<file path="config.mk">
export PLATFORM = sky130hd
export DESIGN_NAME = line_stepper
export DESIGN_NICKNAME = d
export VERILOG_FILES = /design/src/rtl/line_stepper.sv
export SDC_FILE = /design/constraint.sdc
export NUM_CORES = 1
export LEC_CHECK = 0
export CORE_AREA = 2 2 178 180
export CTS_CLUSTER_DIAMETER = 120
export CTS_CLUSTER_SIZE = 24
export DETAILED_ROUTE_END_ITERATION = 6
export DIE_AREA = 0 0 180 182
export DONT_BUFFER_PORTS = 1
export SKIP_CTS_REPAIR_TIMING = 1
export SYNTH_ARGS = -nofsm -noshare
export SYNTH_HDL_FRONTEND = slang
export SYNTH_SLANG_ARGS = --single-unit
</file>
<file path="constraint.sdc">
create_clock -name clk -period 6.09 [get_ports clk]
set_input_delay 0.9135 -clock clk [delete_from_list [all_inputs] [get_ports clk]]
set_output_delay 0.9135 -clock clk [all_outputs]
set_load 0.01 [all_outputs]
</file>
<file path="src/rtl/line_stepper.sv">
// line_stepper: responder on the strobe/ready point interface. It accepts a
// target endpoint and walks the beam from its current position to that target
// with integer Bresenham stepping. While drawing it emits one X/Y DAC pair per
// clock.
//
// Optional feature: define LINE_STEPPER_BLANK_MOVE_EN to add blanked moves.
//
// Ports:
//   clk        clock
//   reset      synchronous, active-low reset
//   strobe     target handover; sampled only while ready=1
//   ready      idle, able to accept a target
//   x, y       target coordinates, sampled with strobe
//   blank      (feature only) move without drawing, sampled with strobe
//   beam_on    (feature only) high while drawing an unblanked line
//   x_out/y_out  current beam position
//   out_valid  x_out/y_out is a drawn point this cycle
//   done       one-cycle pulse on the final point
module line_stepper #(
   parameter int WIDTH  = 12,
   parameter int X_INIT = 0,
   parameter int Y_INIT = 0
) (
   input  logic             clk,
   input  logic             reset,
   input  logic             strobe,
   output logic             ready,
   input  logic [WIDTH-1:0] x,
   input  logic [WIDTH-1:0] y,
`ifdef LINE_STEPPER_BLANK_MOVE_EN
   input  logic             blank,
   output logic             beam_on,
`endif
   output logic [WIDTH-1:0] x_out,
   output logic [WIDTH-1:0] y_out,
   output logic             out_valid,
   output logic             done
);

   // Two extra bits keep |delta| and err (range +-2^(WIDTH+1)) free of overflow.
   localparam int EW = WIDTH + 2;
   localparam logic [WIDTH-1:0] XI  = WIDTH'(X_INIT);
   localparam logic [WIDTH-1:0] YI  = WIDTH'(Y_INIT);
   localparam logic [WIDTH-1:0] ONE = WIDTH'(1);

   typedef enum logic [1:0] {S_IDLE, S_SETUP, S_DRAW} state_t;

   state_t                state_q, state_d;
   logic [WIDTH-1:0]      tx_q, tx_d, ty_q, ty_d;
   logic [WIDTH-1:0]      x_q, x_d, y_q, y_d;
   logic signed [EW-1:0]  dx_q, dx_d, dy_q, dy_d, err_q, err_d;
   logic                  sx_q, sx_d, sy_q, sy_d;   // 1 = step up, 0 = step down
`ifdef LINE_STEPPER_BLANK_MOVE_EN
   logic                  blank_q, blank_d;
`endif

   logic                  at_tgt;
   logic signed [EW-1:0]  diff_x, diff_y;
   logic signed [EW:0]    e2, dx_e, dy_e;
   logic                  step_x, step_y;

   assign at_tgt = (x_q == tx_q) && (y_q == ty_q);
   assign diff_x = signed'({2'b00, tx_q}) - signed'({2'b00, x_q});
   assign diff_y = signed'({2'b00, ty_q}) - signed'({2'b00, y_q});

   // e2 = 2*err needs one more bit than err; compare against sign-extended deltas.
   assign e2     = {err_q, 1'b0};
   assign dx_e   = {dx_q[EW-1], dx_q};
   assign dy_e   = {dy_q[EW-1], dy_q};
   assign step_x = (e2 >= dy_e);
   assign step_y = (e2 <= dx_e);

   // ---------------- FSM: state register ----------------
   always_ff @(posedge clk) begin
      if (!reset) state_q <= S_IDLE;
      else        state_q <= state_d;
   end

   // ---------------- FSM: next state ----------------
   always_comb begin
      state_d = state_q;
      case (state_q)
         S_IDLE:  if (strobe) state_d = S_SETUP;
         S_SETUP: state_d = S_DRAW;
         S_DRAW:  if (at_tgt) state_d = S_IDLE;
         default: state_d = S_IDLE;
      endcase
   end

   // ---------------- FSM: outputs ----------------
   always_comb begin
      ready     = (state_q == S_IDLE);
      out_valid = (state_q == S_DRAW);
      done      = (state_q == S_DRAW) && at_tgt;
`ifdef LINE_STEPPER_BLANK_MOVE_EN
      beam_on   = (state_q == S_DRAW) && !blank_q;
`endif
   end

   assign x_out = x_q;
   assign y_out = y_q;

   // ---------------- datapath ----------------
   always_comb begin
      tx_d  = tx_q;
      ty_d  = ty_q;
      x_d   = x_q;
      y_d   = y_q;
      dx_d  = dx_q;
      dy_d  = dy_q;
      err_d = err_q;
      sx_d  = sx_q;
      sy_d  = sy_q;
`ifdef LINE_STEPPER_BLANK_MOVE_EN
      blank_d = blank_q;
`endif
      case (state_q)
         S_IDLE: begin
            if (strobe) begin
               tx_d = x;
               ty_d = y;
`ifdef LINE_STEPPER_BLANK_MOVE_EN
               blank_d = blank;
`endif
            end
         end
         S_SETUP: begin
            dx_d  = diff_x[EW-1] ? -diff_x : diff_x;
            dy_d  = diff_y[EW-1] ? diff_y : -diff_y;   // dy is kept negative
            sx_d  = (tx_q > x_q);
            sy_d  = (ty_q > y_q);
            err_d = dx_d + dy_d;
`ifdef LINE_STEPPER_BLANK_MOVE_EN
            // Blanked move jumps straight to the target; DRAW then sees at_tgt.
            if (blank_q) begin
               x_d = tx_q;
               y_d = ty_q;
            end
`endif
         end
         S_DRAW: begin
            if (!at_tgt) begin
               // Both axes may step in the same cycle (diagonal move).
               if (step_x) begin
                  err_d = err_d + dy_q;
                  x_d   = sx_q ? x_q + ONE : x_q - ONE;
               end
               if (step_y) begin
                  err_d = err_d + dx_q;
                  y_d   = sy_q ? y_q + ONE : y_q - ONE;
               end
            end
         end
         default: ;
      endcase
   end

   always_ff @(posedge clk) begin
      if (!reset) begin
         tx_q  <= '0;
         ty_q  <= '0;
         x_q   <= XI;
         y_q   <= YI;
         dx_q  <= '0;
         dy_q  <= '0;
         err_q <= '0;
         sx_q  <= 1'b0;
         sy_q  <= 1'b0;
`ifdef LINE_STEPPER_BLANK_MOVE_EN
         blank_q <= 1'b0;
`endif
      end else begin
         tx_q  <= tx_d;
         ty_q  <= ty_d;
         x_q   <= x_d;
         y_q   <= y_d;
         dx_q  <= dx_d;
         dy_q  <= dy_d;
         err_q <= err_d;
         sx_q  <= sx_d;
         sy_q  <= sy_d;
`ifdef LINE_STEPPER_BLANK_MOVE_EN
         blank_q <= blank_d;
`endif
      end
   end

endmodule

</file>
==> summary.txt <==
STA
  – Slew at the pin closest to its max-slew limit: approximately 1.0 ns
  – # setup viols final: 0
  – Layout Skew: 0.01379 ns
  – Crit path time final: between 5 and 6 ns
  – Slew headroom: 0.3254
  – Unrepaired setup endpoints after global routing: no
  – Final Hold Viols: 0
  – Final period utilization: 0.8393
  – Fmax: 0.1956 GHz
  – Pins Over Slew Limit: 0
  – Setup TNS: 0 ns
  – Final WS setup: 0.9786 ns

Synth
  – Synth Flop Type: dfxtp_1
  – Ys Warns: 0
  – FF+latch count, synth: 94
  – Synth cell types: 74
  – Syn_nets: between 1000 and 1500
  – Largest cells by area after synthesis: dfxtp_1 (22%), ha_1 (17%), a21oi_1 (6.7%)
  – Mapped Cells: around 1100
  – Ys async rst share: 0
  – Top-area cell type share of the netlist area: 0.2202
  – EDFF count, synth: 0
  – Mapped Area: between 8000 and 9000 um2
  – Top cells by count, synth: nand2_1 (126), nor2_1 (116), a21oi_1 (115), ha_1 (113), dfxtp_1 (94)
  – Count leader, synth: nand2_1
  – Synth area leader: dfxtp_1
  – Sequential fraction of the synthesis area: 0.2202
  – Synth Area per Inst: around 7.7 um2

Setup path
  – Crit-path cells: inv_1 > ha_1 > nor2b_1 > o21a_1 > o21a_1 > o21a_1 > o41ai_1 > a31o_2 > mux2_2 > ha_1 > inv_1 > fa_1 > nor2b_1 > o21ai_0 > a21boi_0 > o21ai_0 > a21oi_1 > o21ai_0 > a21oi_1 > o41ai_1 > xnor2_1 > o22ai_1 > a211oi_1
  – Worst path required time: about 6.4 ns
  – Crit path capture type: flop
  – Max incr delay on CP: just over 0.5 ns
  – Slowest stage cell, crit path: a31o_2
  – Crit Path Class: flop to flop
  – CP max FO: 24
  – Startpoint Class: flop
  – CP arrival: 5.39 ns

Drt
  – Vias: between 7000 and 8000
  – Pre-Repair DR Iteration Count: 7
  – Vias per cell: just over 5
  – Routed Antenna Nets: 0
  – 1st-iter DRT viols: roughly 430
  – WL final: around 23000 um
  – Wire per inst: 15.29 um
  – # DRC: 0

Floorplan
  – Core ar.: around 31000 um2
  – Chip Height: approximately 180 um
  – Starting density of the core: 0.2758
  – Core Rows: 65
  – Die extent in x: ~180 um
  – Total Die Area: between 30000 and 40000 um2
  – # IOs: between 50 and 60

Cells and area
  – Layout cells sized above 1: 0.04087
  – Fin nets: ~1200
  – Ant. Diodes: 0
  – Final std cells w/o fill: between 1500 and 2000
  – Area Growth Syn to Fin: 8.288%

Global route
  – Largest net degree at the start of global routing: 83
  – Tot GR Track Use: 0.1406
  – Vias in the first global route: between 7000 and 8000
  – Total gr overflow: 0
  – Initial antenna violation count: 0
  – Global-route wire length before repair: roughly 38000 um

Clock network
  – Sink Count: 94
  – CTS root buffer: clkbuf_16
  – Clock tree buffer depth: 2
  – Skew-Pair Late Insertion Delay: around 0.36 ns
  – CTS tree: built
  – TritonCTS Buffers: 9
  – Clock H-tree levels: 3
  – Worst-path clk slew: ~0.080 ns

Hold path
  – Worst hold path type: flop to flop

Placed design
  – RD Place Congestion: approximately 0.9
  – DP HPWL: between 15000 and 20000 um
  – Worst slack, placed: about 1 ns
  – I/O Buffers: 0
  – Placed Cells: about 1500

Pwr
  – PwrDens: about 620 nW/um2
  – Total power draw: ~0.0058 W
  – Maximum vdd drop: approximately 0.29 mV
  – P_leak: just under 4 nW

Status
  – Status: finished, final reports clean

Flow run
  – Max_cap viols: 0
[sequential cells by signal, indices dropped and copies added (netlist names)]
| name | flops |
|---|---|
| x_out | 12 |
| tx_q | 12 |
| sy_q | 1 |
| dx_q | 14 |
| sx_q | 1 |
| err_q | 14 |
| dy_q | 14 |
| ty_q | 12 |
| y_out | 12 |
| state_q | 2 |
[per-stage QoR]
stage                     hold WS, ns  instance area [um2]  utilization
after global placement         0.4461                 8955       0.2890
after floorplan                0.4363                 8544            -
after global routing           0.4745                 9253       0.2986
after detailed placement       0.4511                 8955       0.2890
final                          0.4578                 9253       0.2986
after CTS                      0.4620                 9253       0.2986
[area by class of cell]
class                   count  area (um2)
flip-flops and latches     94        1882
fillers                  3331       21730
clock buffers               9       225.2
clock inverters             7       72.57
repair buffers              6       45.04
multi-input cells         890        6168
well taps                 402       503.0
inverters                  95       356.6
[layout by cell type, fill, tap and decap left out, types with 7 or more instances in the layout]
| cell | synthesis | final |
|---|---|---|
| a211oi_1 | 28 | 28 |
| a21o_1 | 18 | 18 |
| a21oi_1 | 115 | 115 |
| a31oi_1 | 9 | 9 |
| clkbuf_16 | 0 | 9 |
| dfxtp_1 | 94 | 94 |
| fa_1 | 7 | 7 |
| ha_1 | 113 | 113 |
| inv_1 | 93 | 93 |
| mux2i_1 | 11 | 11 |
| nand2_1 | 126 | 126 |
| nand2b_1 | 13 | 12 |
| nand3_1 | 14 | 14 |
| nand4_1 | 9 | 9 |
| nor2_1 | 116 | 116 |
| nor2b_1 | 16 | 16 |
| nor3_1 | 16 | 16 |
| o211ai_1 | 10 | 10 |
| o21a_1 | 12 | 12 |
| o21ai_0 | 43 | 43 |
| o21bai_1 | 18 | 18 |
| xnor2_1 | 59 | 59 |
| xor2_1 | 28 | 28 |
[worst paths after layout]
| path | startpoint | end | slack, ns | cells past startpoint |
|---|---|---|---|---|
| hold reg to reg | tx_q[6] | tx_q[6] | 0.46 | 2 |
| setup reg to reg | dy_q[1] | err_q[12] | 0.98 | 23 |
| setup / recovery | dy_q[1] | err_q[12] | 0.98 | 23 |
| hold / removal | tx_q[6] | tx_q[6] | 0.46 | 2 |
[routing by layer]
metal  GRT usage  vias to the layer above  wire length, um
met3     0.02266                       25             1037
li1            -                     3877                -
met2      0.2317                      155            10340
met4     0.04130                        0              405
met5           0                        -                0
met1      0.1888                     3497            11190
[logic make-up after synthesis]
logic type,Yosys count,synth area share
buf+inv,132,0.05813
fa+ha+maj,120,0.1819
flops,94,0.2202
simple gates,359,0.1956
xor+xnor,89,0.09299
mux,16,0.01948
compound gates,306,0.2317
[where the power goes]
part	switching [W]	total (W)	leakage (nW)	internal (W)
clock network	0.000276	0.000597	0.142	0.000321
registers	0.000147	0.000863	0.769	0.000716
logic	0.00245	0.00430	2.95	0.00185
[critical path, delay by kind of cell, from the launching register on]
family          cells  cell delay (ns)
simple gates        2             0.19
flops               1             0.40
xor+xnor            1             0.17
mux                 1             0.41
buf+inv             2             0.13
fa+ha+maj           3             0.68
compound gates     14             3.07
No activity file was read; power rests on OpenSTA's default activity.
